==> config.mk <==
export PLATFORM = sky130hd
export DESIGN_NAME = accum_frame_reader_flat
export DESIGN_NICKNAME = d
export VERILOG_FILES = /design/src/rtl/accum_frame_reader_if.sv /design/src/rtl/accum_frame_reader.sv /design/src/flat_wrapper.sv
export SDC_FILE = /design/constraint.sdc
export NUM_CORES = 1
export LEC_CHECK = 0
export BUFFER_PORTS_ARGS = -buffer_cell sky130_fd_sc_hd__buf_2
export CORE_MARGIN = 2
export CORE_UTILIZATION = 50
export DETAILED_ROUTE_END_ITERATION = 16
export GPL_TIMING_DRIVEN = 0
export PLACE_DENSITY = 0.7
export SLEW_MARGIN = 20
export SYNTH_ARGS = -nofsm -noshare
export SYNTH_HDL_FRONTEND = slang
export SYNTH_SLANG_ARGS = --single-unit
export TNS_END_PERCENT = 20
==> constraint.sdc <==
create_clock -name ph1 -period 3.58 [get_ports ph1]
set_clock_uncertainty 0.05 [all_clocks]
set_input_delay 0.895 -clock ph1 [delete_from_list [all_inputs] [get_ports ph1]]
set_output_delay 0.895 -clock ph1 [all_outputs]
set_load 0.05 [all_outputs]
==> src/rtl/accum_frame_reader_if.sv <==
// Result stream from accum_frame_reader to the consumer: show-ahead head word plus valid/ready.
interface accum_frame_reader_if #(
   parameter int unsigned WIDTH = 16
);
   logic [WIDTH-1:0] out_data;
   logic             out_valid;
   logic             out_ready;

   modport master (output out_data, output out_valid, input out_ready);
   modport slave  (input out_data, input out_valid, output out_ready);
endinterface

==> src/rtl/accum_frame_reader.sv <==
// Tracks the four-slot accumulate sequence, checks slot ordering and queues each finished
// accumulator value into a show-ahead FIFO drained over a valid/ready handshake.
module accum_frame_reader #(
   parameter int unsigned WIDTH = 16,
   parameter int unsigned DEPTH = 4,
   parameter int unsigned CNTW  = 8
) (
   input  logic                     ph1,
   input  logic                     reset,
   input  logic [1:0]               slot,
   input  logic                     frame_end,
   input  logic [WIDTH-1:0]         accum,
   accum_frame_reader_if.master     res,
   output logic                     locked,
   output logic                     seq_err,
   output logic [CNTW-1:0]          drop_count,
   output logic [$clog2(DEPTH):0]   level,
   input  logic                     err_clr
);

   localparam int unsigned PW = $clog2(DEPTH);
   localparam int unsigned LW = PW + 1;

   typedef enum logic [0:0] {StHunt, StLock} state_e;

   state_e            state_q, state_d;
   logic [1:0]        exp_q, exp_d;
   logic              seq_fault, frame_ok;

   logic [WIDTH-1:0]  mem_q [DEPTH];
   logic [PW-1:0]     rd_ptr_q, rd_ptr_d, wr_ptr_q, wr_ptr_d;
   logic [PW:0]       level_q, level_d;
   logic [WIDTH-1:0]  out_data_q, head_d;
   logic              seq_err_q, seq_err_d;
   logic [CNTW-1:0]   drop_q, drop_d;
   logic              pop, push, drop, full;

   always_comb begin
      state_d   = state_q;
      exp_d     = exp_q;
      seq_fault = 1'b0;
      frame_ok  = 1'b0;
      unique case (state_q)
         StHunt: begin
            // The frame that ends here was not seen from its start, so it is not captured.
            if (slot == 2'd3 && frame_end) begin
               state_d = StLock;
               exp_d   = 2'd0;
            end
         end
         StLock: begin
            seq_fault = (slot != exp_q) || (frame_end != (slot == 2'd3));
            if (seq_fault) begin
               state_d = StHunt;
               exp_d   = 2'd0;
            end else begin
               exp_d    = exp_q + 2'd1;
               frame_ok = frame_end;
            end
         end
         default: state_d = StHunt;
      endcase
   end

   always_ff @(posedge ph1 or negedge reset) begin
      if (!reset) begin
         state_q <= StHunt;
         exp_q   <= 2'd0;
      end else begin
         state_q <= state_d;
         exp_q   <= exp_d;
      end
   end

   assign full = (level_q == LW'(DEPTH));
   assign pop  = (level_q != '0) && res.out_ready;
   assign push = frame_ok && (!full || pop);
   assign drop = frame_ok && full && !pop;

   always_comb begin
      rd_ptr_d = pop  ? rd_ptr_q + 1'b1 : rd_ptr_q;
      wr_ptr_d = push ? wr_ptr_q + 1'b1 : wr_ptr_q;
      level_d  = level_q;
      unique case ({push, pop})
         2'b10:   level_d = level_q + 1'b1;
         2'b01:   level_d = level_q - 1'b1;
         default: level_d = level_q;
      endcase
      // The word written this cycle becomes the head only when it lands where the head points.
      head_d = (push && wr_ptr_q == rd_ptr_d) ? accum : mem_q[rd_ptr_d];
   end

   always_comb begin
      seq_err_d = seq_fault | (seq_err_q & ~err_clr);
      drop_d    = drop_q;
      if (drop) begin
         if (err_clr) drop_d = {{(CNTW-1){1'b0}}, 1'b1};
         else if (!(&drop_q)) drop_d = drop_q + 1'b1;
      end else if (err_clr) begin
         drop_d = '0;
      end
   end

   always_ff @(posedge ph1) begin
      if (push) mem_q[wr_ptr_q] <= accum;
   end

   always_ff @(posedge ph1 or negedge reset) begin
      if (!reset) begin
         rd_ptr_q   <= '0;
         wr_ptr_q   <= '0;
         level_q    <= '0;
         out_data_q <= '0;
         seq_err_q  <= 1'b0;
         drop_q     <= '0;
      end else begin
         rd_ptr_q  <= rd_ptr_d;
         wr_ptr_q  <= wr_ptr_d;
         level_q   <= level_d;
         seq_err_q <= seq_err_d;
         drop_q    <= drop_d;
         if (level_d != '0) out_data_q <= head_d;
      end
   end

   assign res.out_data  = out_data_q;
   assign res.out_valid = (level_q != '0);
   assign locked        = (state_q == StLock);
   assign seq_err       = seq_err_q;
   assign drop_count    = drop_q;
   assign level         = level_q;

endmodule
==> src/flat_wrapper.sv <==
// flat-port wrapper written by rule: the top's interface ports become plain ports
module accum_frame_reader_flat 
#(
   parameter int unsigned WIDTH = 16,
   parameter int unsigned DEPTH = 4,
   parameter int unsigned CNTW  = 8
)
  (ph1, reset, slot, frame_end, accum, locked, seq_err, drop_count, level, err_clr, res_out_data, res_out_valid, res_out_ready);
  accum_frame_reader_if #(.WIDTH(WIDTH)) res_i ();
  input  logic ph1;
  input  logic reset;
  input  logic [1:0] slot;
  input  logic frame_end;
  input  logic [WIDTH-1:0] accum;
  output logic locked;
  output logic seq_err;
  output logic [CNTW-1:0] drop_count;
  output logic [$clog2(DEPTH):0] level;
  input  logic err_clr;
  output wire logic [$bits(res_i.out_data)-1:0] res_out_data;
  output wire logic [$bits(res_i.out_valid)-1:0] res_out_valid;
  input wire logic [$bits(res_i.out_ready)-1:0] res_out_ready;
  assign res_out_data = res_i.out_data;
  assign res_out_valid = res_i.out_valid;
  assign res_i.out_ready = res_out_ready;
  accum_frame_reader #(.WIDTH(WIDTH), .DEPTH(DEPTH), .CNTW(CNTW)) u_core (.ph1(ph1), .reset(reset), .slot(slot), .frame_end(frame_end), .accum(accum), .res(res_i), .locked(locked), .seq_err(seq_err), .drop_count(drop_count), .level(level), .err_clr(err_clr));
endmodule
==> results of run 1 <==
==> critical path, cell delays in order <==
cell     delay, ns
buf_2         0.12
and2_1        0.16
ha_1          0.27
inv_1         0.14
nand4_4       0.17
o21ai_4       0.23
nor2_1        0.08
fa_2          0.59
inv_1         0.07
a41o_1        0.26
o21ai_4       0.13
and2_4        0.23
buf_4         0.17
a31oi_1       0.10
==> cells by family after synthesis <==
kind of cell,count (synthesis)
AO/OA/AOI/OAI,85
XOR/XNOR,8
adder cells (fa/ha/maj),7
buffers and inverters,34
flip-flops,99
multiplexers,17
AND/OR/NAND/NOR,68
==> layer usage <==
metal	vias to the layer above	share of wire, %	GRT usage, %
met2	91	51	32.8
met4	0	1.3	7.59
met1	1468	43	27.3
met5	-	0	0
met3	10	4.6	3.55
li1	1356	-	-
==> repair_timing <==
action	4_1_cts	5_1_grt
resized for setup	7	7
pin swaps	1	1
setup buffers	1	5
setup endpoints to repair	80	11
==> final cells by class <==
cell class                 count  area (um2)  area share, %
tap                          108         135           2.64
buffer                        19         108           2.10
timing repair buffer          56         295           5.77
sequential                    99        2800           54.7
inverter                      13        48.8          0.954
multi-input combinational    185        1550           30.2
clock inverter                 7        60.1           1.17
clock buffer                   9         124           2.42
==> placed cells by master, fill, tap and decap left out, types with 3 or more instances in the layout <==
cell      instances
nand3_1          24
and2_2            4
o31ai_1           3
ha_1              6
buf_4             8
mux4_2           16
nor2_1           11
dfrtp_1          35
buf_6             3
inv_1            13
nand2_1           4
a31oi_1          17
a21oi_1          24
edfxtp_1         64
clkbuf_8          9
nand4_1           3
nor3_1            3
clkbuf_1          8
or3_1             3
buf_2            55
o21ai_0          23
==> state kept, by name, summed over array words and instances (netlist names) <==
name / flops
u_core.mem_q: 64
u_core.res.out_data: 16
u_core.drop_count: 8
u_core.level: 3
u_core.exp_q: 2
u_core.rd_ptr_q: 2
u_core.wr_ptr_q: 2
u_core.locked: 1
u_core.seq_err: 1
==> through the flow <==
stage          setup TNS (ns)  total power (W)  worst slack, ns  util, %  cell area [um2]
4_1_cts                     0          0.00400         0.000507     58.2             5050
3_5_place_dp           -35.10          0.00333           -0.669     55.9             4850
2_1_floorplan               0          0.00289           0.0165        -             4470
6_report                    0          0.00402            0.155     58.9             5110
5_1_grt                     0          0.00425           0.0137     58.9             5110
3_3_place_gp           -28.71          0.00328           -0.567     55.9             4850
==> final timing paths <==
check / startpoint / endpoint / slack (ns)
max in group asynchronous: reset / u_core.res.out_data[8] / 2.38
min in group asynchronous: reset / u_core.drop_count[4] / 0.56
max: slot[1] / u_core.res.out_data[6] / 0.15
max reg2reg: u_core.exp_q[0] / u_core.res.out_data[6] / 0.64
min reg2reg: u_core.seq_err / u_core.seq_err / 0.47
min: u_core.seq_err / u_core.seq_err / 0.47
==> power by group through the flow <==
stage / Clock, W / Combinational [W] / Sequential (W)
2_1_floorplan: 0 / 0.00102 / 0.00187
4_1_cts: 0.000692 / 0.00183 / 0.00148
3_5_place_dp: 0 / 0.00182 / 0.00150
5_1_grt: 0.000738 / 0.00201 / 0.00150
3_3_place_gp: 0 / 0.00179 / 0.00150
6_report: 0.000681 / 0.00186 / 0.00148
==> impl_metrics.env, run 1 <==
export IMPL_p_per_area_nw_per_um2=787
export IMPL_synthTopCellsByArea="edfxtp_1 43%, dfrtp_1 20%, mux4_2 8.1%"
export IMPL_final_nets=413
export IMPL_yosys_area_share_simple_pct=8.65
export IMPL_seqPwrFrac_pct=36.9
export IMPL_clock_power_share_pct=16.9
export IMPL_hold_viol=0
export IMPL_fill_cells=699
export IMPL_hold_depth=2
export IMPL_area_delta_synth_final_pct=14.7
export IMPL_drt_pass1_iterations=5
export IMPL_port_buffers=50
export IMPL_dp_cells=476
export IMPL_cellLeakagePower_nw=1.90
export IMPL_drt_iter0_markers=250
export IMPL_vdd_drop_max_mv=0.574
export IMPL_tritoncts="yes"
export IMPL_die_x_um=98.4
export IMPL_slew_viol_final=0
export IMPL_rows=34
export IMPL_clock_fmax_mhz=292
export IMPL_slew_headroom_pct=34.4
export IMPL_synth_most_common_cell="edfxtp_1"
export IMPL_required_ns=3.77
export IMPL_ys_types=49
export IMPL_arrival_ns=3.62
export IMPL_final_cells=496
export IMPL_hold_path_class="reg -> reg"
export IMPL_num_io_pins=53
export IMPL_avgRoutedWirePerCell_um=18.7
export IMPL_antenna_found_initial=0
export IMPL_start_kind="input port"
export IMPL_place_detailed_hpwl_um=6000
export IMPL_synth_top_area_share_pct=43.1
export IMPL_clock_sinks=99
export IMPL_grt_overflow_total=0
export IMPL_yosys_area_share_adder_pct=2.13
export IMPL_rsz0062_at_grt="no"
export IMPL_cts_made_buffers=9
export IMPL_syn_num_nets=348
export IMPL_drive_gt1_share_pct=29.9
export IMPL_internal_power_w=0.00233
export IMPL_grt_usage_pct=20.1
export IMPL_finalWeightedCongestion=0.780
export IMPL_syn_avg_cell_area_um2=14.0
export IMPL_die_area_um2=9680
export IMPL_muxShareOfSynthArea_pct=8.31
export IMPL_n_antenna_cell=0
export IMPL_drc=0
export IMPL_setup_viol=0
export IMPL_setup_worst_path_class="in -> reg"
export IMPL_synth_compound_area_share_pct=11.7
export IMPL_ant_nets=0
export IMPL_clockRootBuffer="clkbuf_8"
export IMPL_vias_per_cell=5.90
export IMPL_synthTopCellsByCount="64 x edfxtp_1, 35 x dfrtp_1, 25 x nand3_1"
export IMPL_synth_top_family_by_area="compound AO/OA/AOI/OAI gates"
export IMPL_initial_core_util_pct=51.4
export IMPL_core_area_um2=8680
export IMPL_wirelength_um=9270
export IMPL_clk_pin_slew_ns=0.11
export IMPL_end_kind="flip-flop"
export IMPL_vias=2925
export IMPL_p_sw_share_pct=42.1
export IMPL_critPathMaxFanout=10
export IMPL_grt_max_degree=36
export IMPL_ctsHoldBuffers=0
export IMPL_grt_pass1_wl_um=14900
export IMPL_insertion_delay_ns=0.37
export IMPL_rr_worst_depth=11
export IMPL_synth_top_cell_by_area="edfxtp_1"
export IMPL_synth_area_um2=4460
export IMPL_finalCriticalPeriod_ns=3.43
export IMPL_status="complete, no violations"
export IMPL_synth_xor_area_share_pct=2.95
export IMPL_cts_max_level=3
export IMPL_maxCapViolCount=0
export IMPL_synthCells=318
export IMPL_synth_async_reset_ratio_pct=35.4
export IMPL_synth_ff_type="edfxtp_1"
export IMPL_switchingPower_w=0.00169
export IMPL_tightest_slew_ns=0.977
export IMPL_yosysWarnings=0
export IMPL_die_y_um=98.4
export IMPL_synth_edf_count=64
export IMPL_holdWs_ns=0.474
export IMPL_ys_seq_area_share_pct=62.8
export IMPL_clock_path_buffers=2
export IMPL_comb_power_share_pct=46.2
export IMPL_ys_ff_latch=99
export IMPL_period_share_pct=95.7
export IMPL_grt_pass1_vias=2904
(Power assumes the default switching activity.)
==> run 2, diff against run 1 <==
--- a/config.mk
+++ b/config.mk
@@ -10,5 +10,4 @@
 export CORE_UTILIZATION = 50
 export DETAILED_ROUTE_END_ITERATION = 16
-export GPL_TIMING_DRIVEN = 0
 export PLACE_DENSITY = 0.7
 export SLEW_MARGIN = 20
==> constraint.sdc (replaced) <==
create_clock -name ph1 -period 3.58 [get_ports ph1]
set_clock_uncertainty 0.05 [all_clocks]
set_input_delay 0.537 -clock ph1 [delete_from_list [all_inputs] [get_ports ph1]]
set_output_delay 0.537 -clock ph1 [all_outputs]
set_load 0.05 [all_outputs]
==> run 2 against run 1 <==
Net effect: final area shrank 1.9%; via count is 2.3% lower; clock-buffer cell count up 1; sequential share of layout area increased by 1.0 points; highest routed layer unchanged; critical endpoint is now u_core.res.out_data[3]; final cell count is 2.4% lower; hold slack got worse by 0.27 ns; critical path type unchanged.
==> impl_metrics.env, run 2 (synthesized netlist as in run 1, its figures left out) <==
export IMPL_rows=34
export IMPL_regMostFlops="u_core.mem_q"
export IMPL_hold_path_class="in -> async"
export IMPL_cellLeakagePower_nw=1.87
export IMPL_status="complete, no violations"
export IMPL_ant_nets=0
export IMPL_clock_fmax_mhz=316
export IMPL_holdWs_ns=0.208
export IMPL_final_nets=401
export IMPL_setup_viol=0
export IMPL_fin_tns_setup_ns=0
export IMPL_vias_per_cell=5.90
export IMPL_insertion_delay_ns=0.36
export IMPL_cts_made_buffers=9
export IMPL_largest_register_ffs=64
export IMPL_fin_area_um2=5020
export IMPL_n_antenna_cell=0
export IMPL_drc=0
export IMPL_drive_gt1_share_pct=27.1
export IMPL_ctsResizeCount=0
export IMPL_final_setup_worst_slack_ns=0.413
export IMPL_tightest_slew_ns=0.907
export IMPL_grt_pass1_wl_um=14300
export IMPL_required_ns=3.74
export IMPL_wirelength_um=9120
export IMPL_finalWeightedCongestion=0.807
export IMPL_max_stage_delay_ns=0.58
export IMPL_period_share_pct=88.5
export IMPL_crit_chain="buf_2 > and2_1 > ha_1 > inv_1 > nand4_4 > o21ai_0 > nor2_1 > fa_1 > xor2_1 > a41o_1 > o21ai_1 > and2_1 > a31oi_1"
export IMPL_clk_pin_slew_ns=0.09
export IMPL_place_area_um2=4830
export IMPL_drt_iter0_markers=211
export IMPL_fin_util_pct=57.8
export IMPL_post_cts_setup_buffers=0
export IMPL_clockRootBuffer="clkbuf_8"
export IMPL_grt_max_degree=36
export IMPL_fill_cells=750
export IMPL_die_x_um=98.4
export IMPL_avgRoutedWirePerCell_um=18.8
export IMPL_tritoncts="yes"
export IMPL_critPathTopFamily="simple AND/OR/NAND/NOR gates"
export IMPL_die_y_um=98.4
export IMPL_setup_worst_path_class="in -> reg"
export IMPL_ctsHoldBuffers=0
export IMPL_critPathMaxFanout=16
export IMPL_layout_commonest_cell="edfxtp_1"
export IMPL_grt_usage_pct=19.4
export IMPL_hold_viol=0
export IMPL_num_io_pins=53
export IMPL_cp_common_cell="and2_1"
export IMPL_rsz0062_at_grt="no"
export IMPL_end_kind="flip-flop"
export IMPL_drt_pass1_iterations=4
export IMPL_area_delta_synth_final_pct=12.6
export IMPL_initial_core_util_pct=51.4
export IMPL_antenna_found_initial=0
export IMPL_dp_slack_ns=0.0497
export IMPL_slew_headroom_pct=39.1
export IMPL_vdd_drop_max_mv=0.421
export IMPL_maxCapViolCount=0
export IMPL_p_per_area_nw_per_um2=785
export IMPL_core_area_um2=8680
export IMPL_clock_path_buffers=2
export IMPL_grt_overflow_total=0
export IMPL_vias=2857
export IMPL_clock_sinks=99
export IMPL_place_detailed_hpwl_um=5980
export IMPL_rrSetupSlack_ns=0.51
export IMPL_cts_max_level=3
export IMPL_grt_pass1_vias=2736
export IMPL_critPathSlowestCell="and2_1"
export IMPL_slew_viol_final=0
export IMPL_rr_worst_depth=8
export IMPL_finalCriticalPeriod_ns=3.17
export IMPL_final_cell_mix="64 x edfxtp_1, 52 x buf_2, 35 x dfrtp_1"
export IMPL_port_buffers=52
export IMPL_crit_cells=13
export IMPL_start_kind="input port"
export IMPL_cp_num_buf_inv=2
export IMPL_arrival_ns=3.32
export IMPL_die_area_um2=9680
[run 2: power by group]
group          internal [W]  switching [W]
registers           0.00136       0.000156
logic              0.000630        0.00109
clock network      0.000324       0.000372
[run 2: stage by stage]
stage / instances / power, W
2_1_floorplan: 318 / 0.00288
5_1_grt: 484 / 0.00414
6_report: 484 / 0.00394
3_3_place_gp: 468 / 0.00323
3_5_place_dp: 468 / 0.00328
4_1_cts: 484 / 0.00397
[run 2: path summary, 6_finish.rpt]
check                           startpoint                      to
setup / recovery                   slot[1]  u_core.res.out_data[3]
max in group asynchronous            reset  u_core.res.out_data[0]
hold reg to reg             u_core.seq_err          u_core.seq_err
setup reg to reg           u_core.level[0]  u_core.res.out_data[3]
hold / removal                       reset    u_core.drop_count[4]
min in group ph1                  accum[8]      u_core.mem_q[2][8]
[run 2: layer usage]
metal  vias to the layer above  wire length, um  global-route usage, %  share of wire (%)
met5                         -                0                      0                  0
met4                         0              127                   6.32                1.4
met3                         8              356                   3.69                3.9
met2                        66             4590                   30.7                 50
met1                      1448             4040                   27.6                 44
li1                       1335                -                      -                  -
[run 2: cell type report]
class,count,area [um2],area share [%]
Timing Repair Buffer,63,343,6.83
Multi-Input combinational cell,185,1500,29.9
Sequential cell,99,2800,55.7
Inverter,13,48.8,0.972
Clock inverter,6,65.1,1.30
Tap cell,108,135,2.69
Clock buffer,10,128,2.54
[run 2: worst reg2reg max path, delay by kind of cell, from the launching register on]
| kind | cells | cell delay, ns |
|---|---|---|
| adders and majority gates | 1 | 0.46 |
| and+or+nand+nor | 3 | 1.15 |
| xor gates and xnor gates | 1 | 0.19 |
| AOI/OAI and AO/OA | 3 | 0.51 |
| DFF | 1 | 0.56 |
==> run 3, diff against run 2 <==
Clock period 3.58 ns to 3.6 ns, I/O delays scaled along.
==> run 3 against run 2 <==
Net effect: clock-buffer cell count unchanged; die area stayed put; global-route usage hardly changed; total power is 0.66% lower; sequential share of layout area stayed put; worst setup slack gained 0.019 ns; clock power down 1%.
==> impl_metrics.env, run 3 (synthesized netlist as in run 1, its figures left out) <==
export IMPL_power_w=0.00391
export IMPL_final_nets=401
export IMPL_final_cells=484
export IMPL_critPathSlowestCell="and2_1"
export IMPL_die_x_um=98.4
export IMPL_fin_tns_setup_ns=0
export IMPL_seqPwrFrac_pct=38.7
export IMPL_cellLeakagePower_nw=1.87
export IMPL_arrival_ns=3.32
export IMPL_fin_area_um2=5020
export IMPL_hold_viol=0
export IMPL_grt_max_degree=36
export IMPL_wirelength_um=9130
export IMPL_clock_path_buffers=2
export IMPL_ctsResizeCount=0
export IMPL_rsz0062_at_grt="no"
export IMPL_critPathMaxFanout=16
export IMPL_wl_met2_um=4480
export IMPL_grt_usage_pct=19.4
export IMPL_drive_gt1_share_pct=27.1
export IMPL_tightest_slew_ns=0.924
export IMPL_port_buffers=52
export IMPL_drc=0
export IMPL_place_detailed_hpwl_um=6000
export IMPL_switchingPower_w=0.00161
export IMPL_layout_commonest_cell="edfxtp_1"
export IMPL_clock_sinks=99
export IMPL_tritoncts="yes"
export IMPL_internal_power_w=0.00231
export IMPL_vdd_drop_max_mv=0.436
export IMPL_hold_path_class="in -> async"
export IMPL_ant_nets=0
export IMPL_wl_met3_um=493
export IMPL_place_area_um2=4830
export IMPL_status="complete, no violations"
export IMPL_clock_fmax_mhz=316
export IMPL_finalCriticalPeriod_ns=3.17
export IMPL_holdWs_ns=0.216
export IMPL_dp_cells=468
export IMPL_wl_met1_um=4030
export IMPL_ctsHoldBuffers=0
export IMPL_clock_power_share_pct=17.6
export IMPL_required_ns=3.75
export IMPL_p_per_area_nw_per_um2=780
export IMPL_cts_made_buffers=9
export IMPL_rr_worst_depth=10
export IMPL_reg2reg_from="u_core.exp_q[0]"
export IMPL_num_io_pins=53
export IMPL_grt_overflow_total=0
export IMPL_drt_pass1_iterations=4
export IMPL_largest_register_ffs=64
export IMPL_slew_viol_final=0
export IMPL_top_layer_used="met4"
export IMPL_core_area_um2=8680
export IMPL_setup_worst_path_class="in -> reg"
export IMPL_period_share_pct=88.0
export IMPL_n_antenna_cell=0
export IMPL_die_area_um2=9680
export IMPL_finalWeightedCongestion=0.807
export IMPL_maxCapViolCount=0
export IMPL_regMostFlops="u_core.mem_q"
export IMPL_grt_pass1_vias=2721
export IMPL_fill_cells=740
export IMPL_start_kind="input port"
export IMPL_cts_max_level=3
export IMPL_setup_viol=0
export IMPL_rrSetupSlack_ns=0.53
export IMPL_insertion_delay_ns=0.35
export IMPL_clk_pin_slew_ns=0.09
export IMPL_grt_pass1_wl_um=14400
export IMPL_multi_input_area_um2=1500
export IMPL_crit_chain="buf_2 > and2_1 > ha_1 > inv_1 > nand4_4 > o21ai_0 > nor2_1 > fa_1 > xor2_1 > a41o_1 > o21ai_1 > and2_1 > a31oi_1"
export IMPL_antenna_found_initial=0
export IMPL_clockRootBuffer="clkbuf_8"
export IMPL_rows=34
export IMPL_cp_common_cell="and2_1"
export IMPL_seqCellArea_um2=2800
export IMPL_initial_core_util_pct=51.4
export IMPL_r2r_end="u_core.res.out_data[14]"
export IMPL_post_cts_setup_buffers=0
export IMPL_p_sw_share_pct=41.1
export IMPL_end_kind="flip-flop"
export IMPL_comb_power_share_pct=43.8
export IMPL_die_y_um=98.4
export IMPL_slew_headroom_pct=37.9
export IMPL_final_cell_mix="64 x edfxtp_1, 52 x buf_2, 35 x dfrtp_1"
export IMPL_max_stage_delay_ns=0.56
export IMPL_vias_per_cell=5.96
export IMPL_avgRoutedWirePerCell_um=18.9
export IMPL_area_delta_synth_final_pct=12.6
export IMPL_vias=2883
export IMPL_drt_iter0_markers=186
run 3: power groups by stage:
stage	Combinational, W	Sequential (W)	Clock (W)
after floorplan	0.00101	0.00186	0
after global placement	0.00168	0.00153	0
after detailed placement	0.00173	0.00154	0
after CTS	0.00173	0.00152	0.000699
after global routing	0.00183	0.00153	0.000740
final	0.00171	0.00151	0.000688
run 3: worst max-delay path: cells and delay by family:
family | cells | cell delay [ns]
AO/OA/AOI/OAI | 4 | 0.73
XOR/XNOR | 1 | 0.19
AND/OR/NAND/NOR | 4 | 0.88
buffers and inverters | 2 | 0.24
adder cells (fa/ha/maj) | 2 | 0.73
run 3: worst max-delay path by stage:
stage,depth (start not counted),endpoint,startpoint
after floorplan,14,u_core.res.out_data[0],slot[1]
after global placement,13,u_core.res.out_data[9],slot[1]
after detailed placement,13,u_core.res.out_data[6],slot[1]
after CTS,13,u_core.res.out_data[11],slot[1]
after global routing,13,u_core.res.out_data[15],slot[1]
final,13,u_core.res.out_data[14],slot[1]
run 3: final cells by class:
type	instances	share of cell area, %
flip-flops and latches	99	55.7
multi-input cells	185	29.9
repair buffers	63	6.83
well taps	108	2.69
clock buffers	10	2.54
clock inverters	6	1.30
inverters	13	0.972
run 3: routing by layer:
metal / vias to the layer above / track usage [%]
met3: 9 / 3.26
met2: 84 / 30.5
met1: 1453 / 27.9
li1: 1337 / -
met4: 0 / 6.53
met5: - / 0
run 3: per-stage QoR:
stage	setup slack (ns)	util [%]
floorplan	0.139	-
global placement	0.167	55.6
detailed placement	0.0277	55.6
CTS	0.416	57.8
global route	0.185	57.8
finish	0.432	57.8
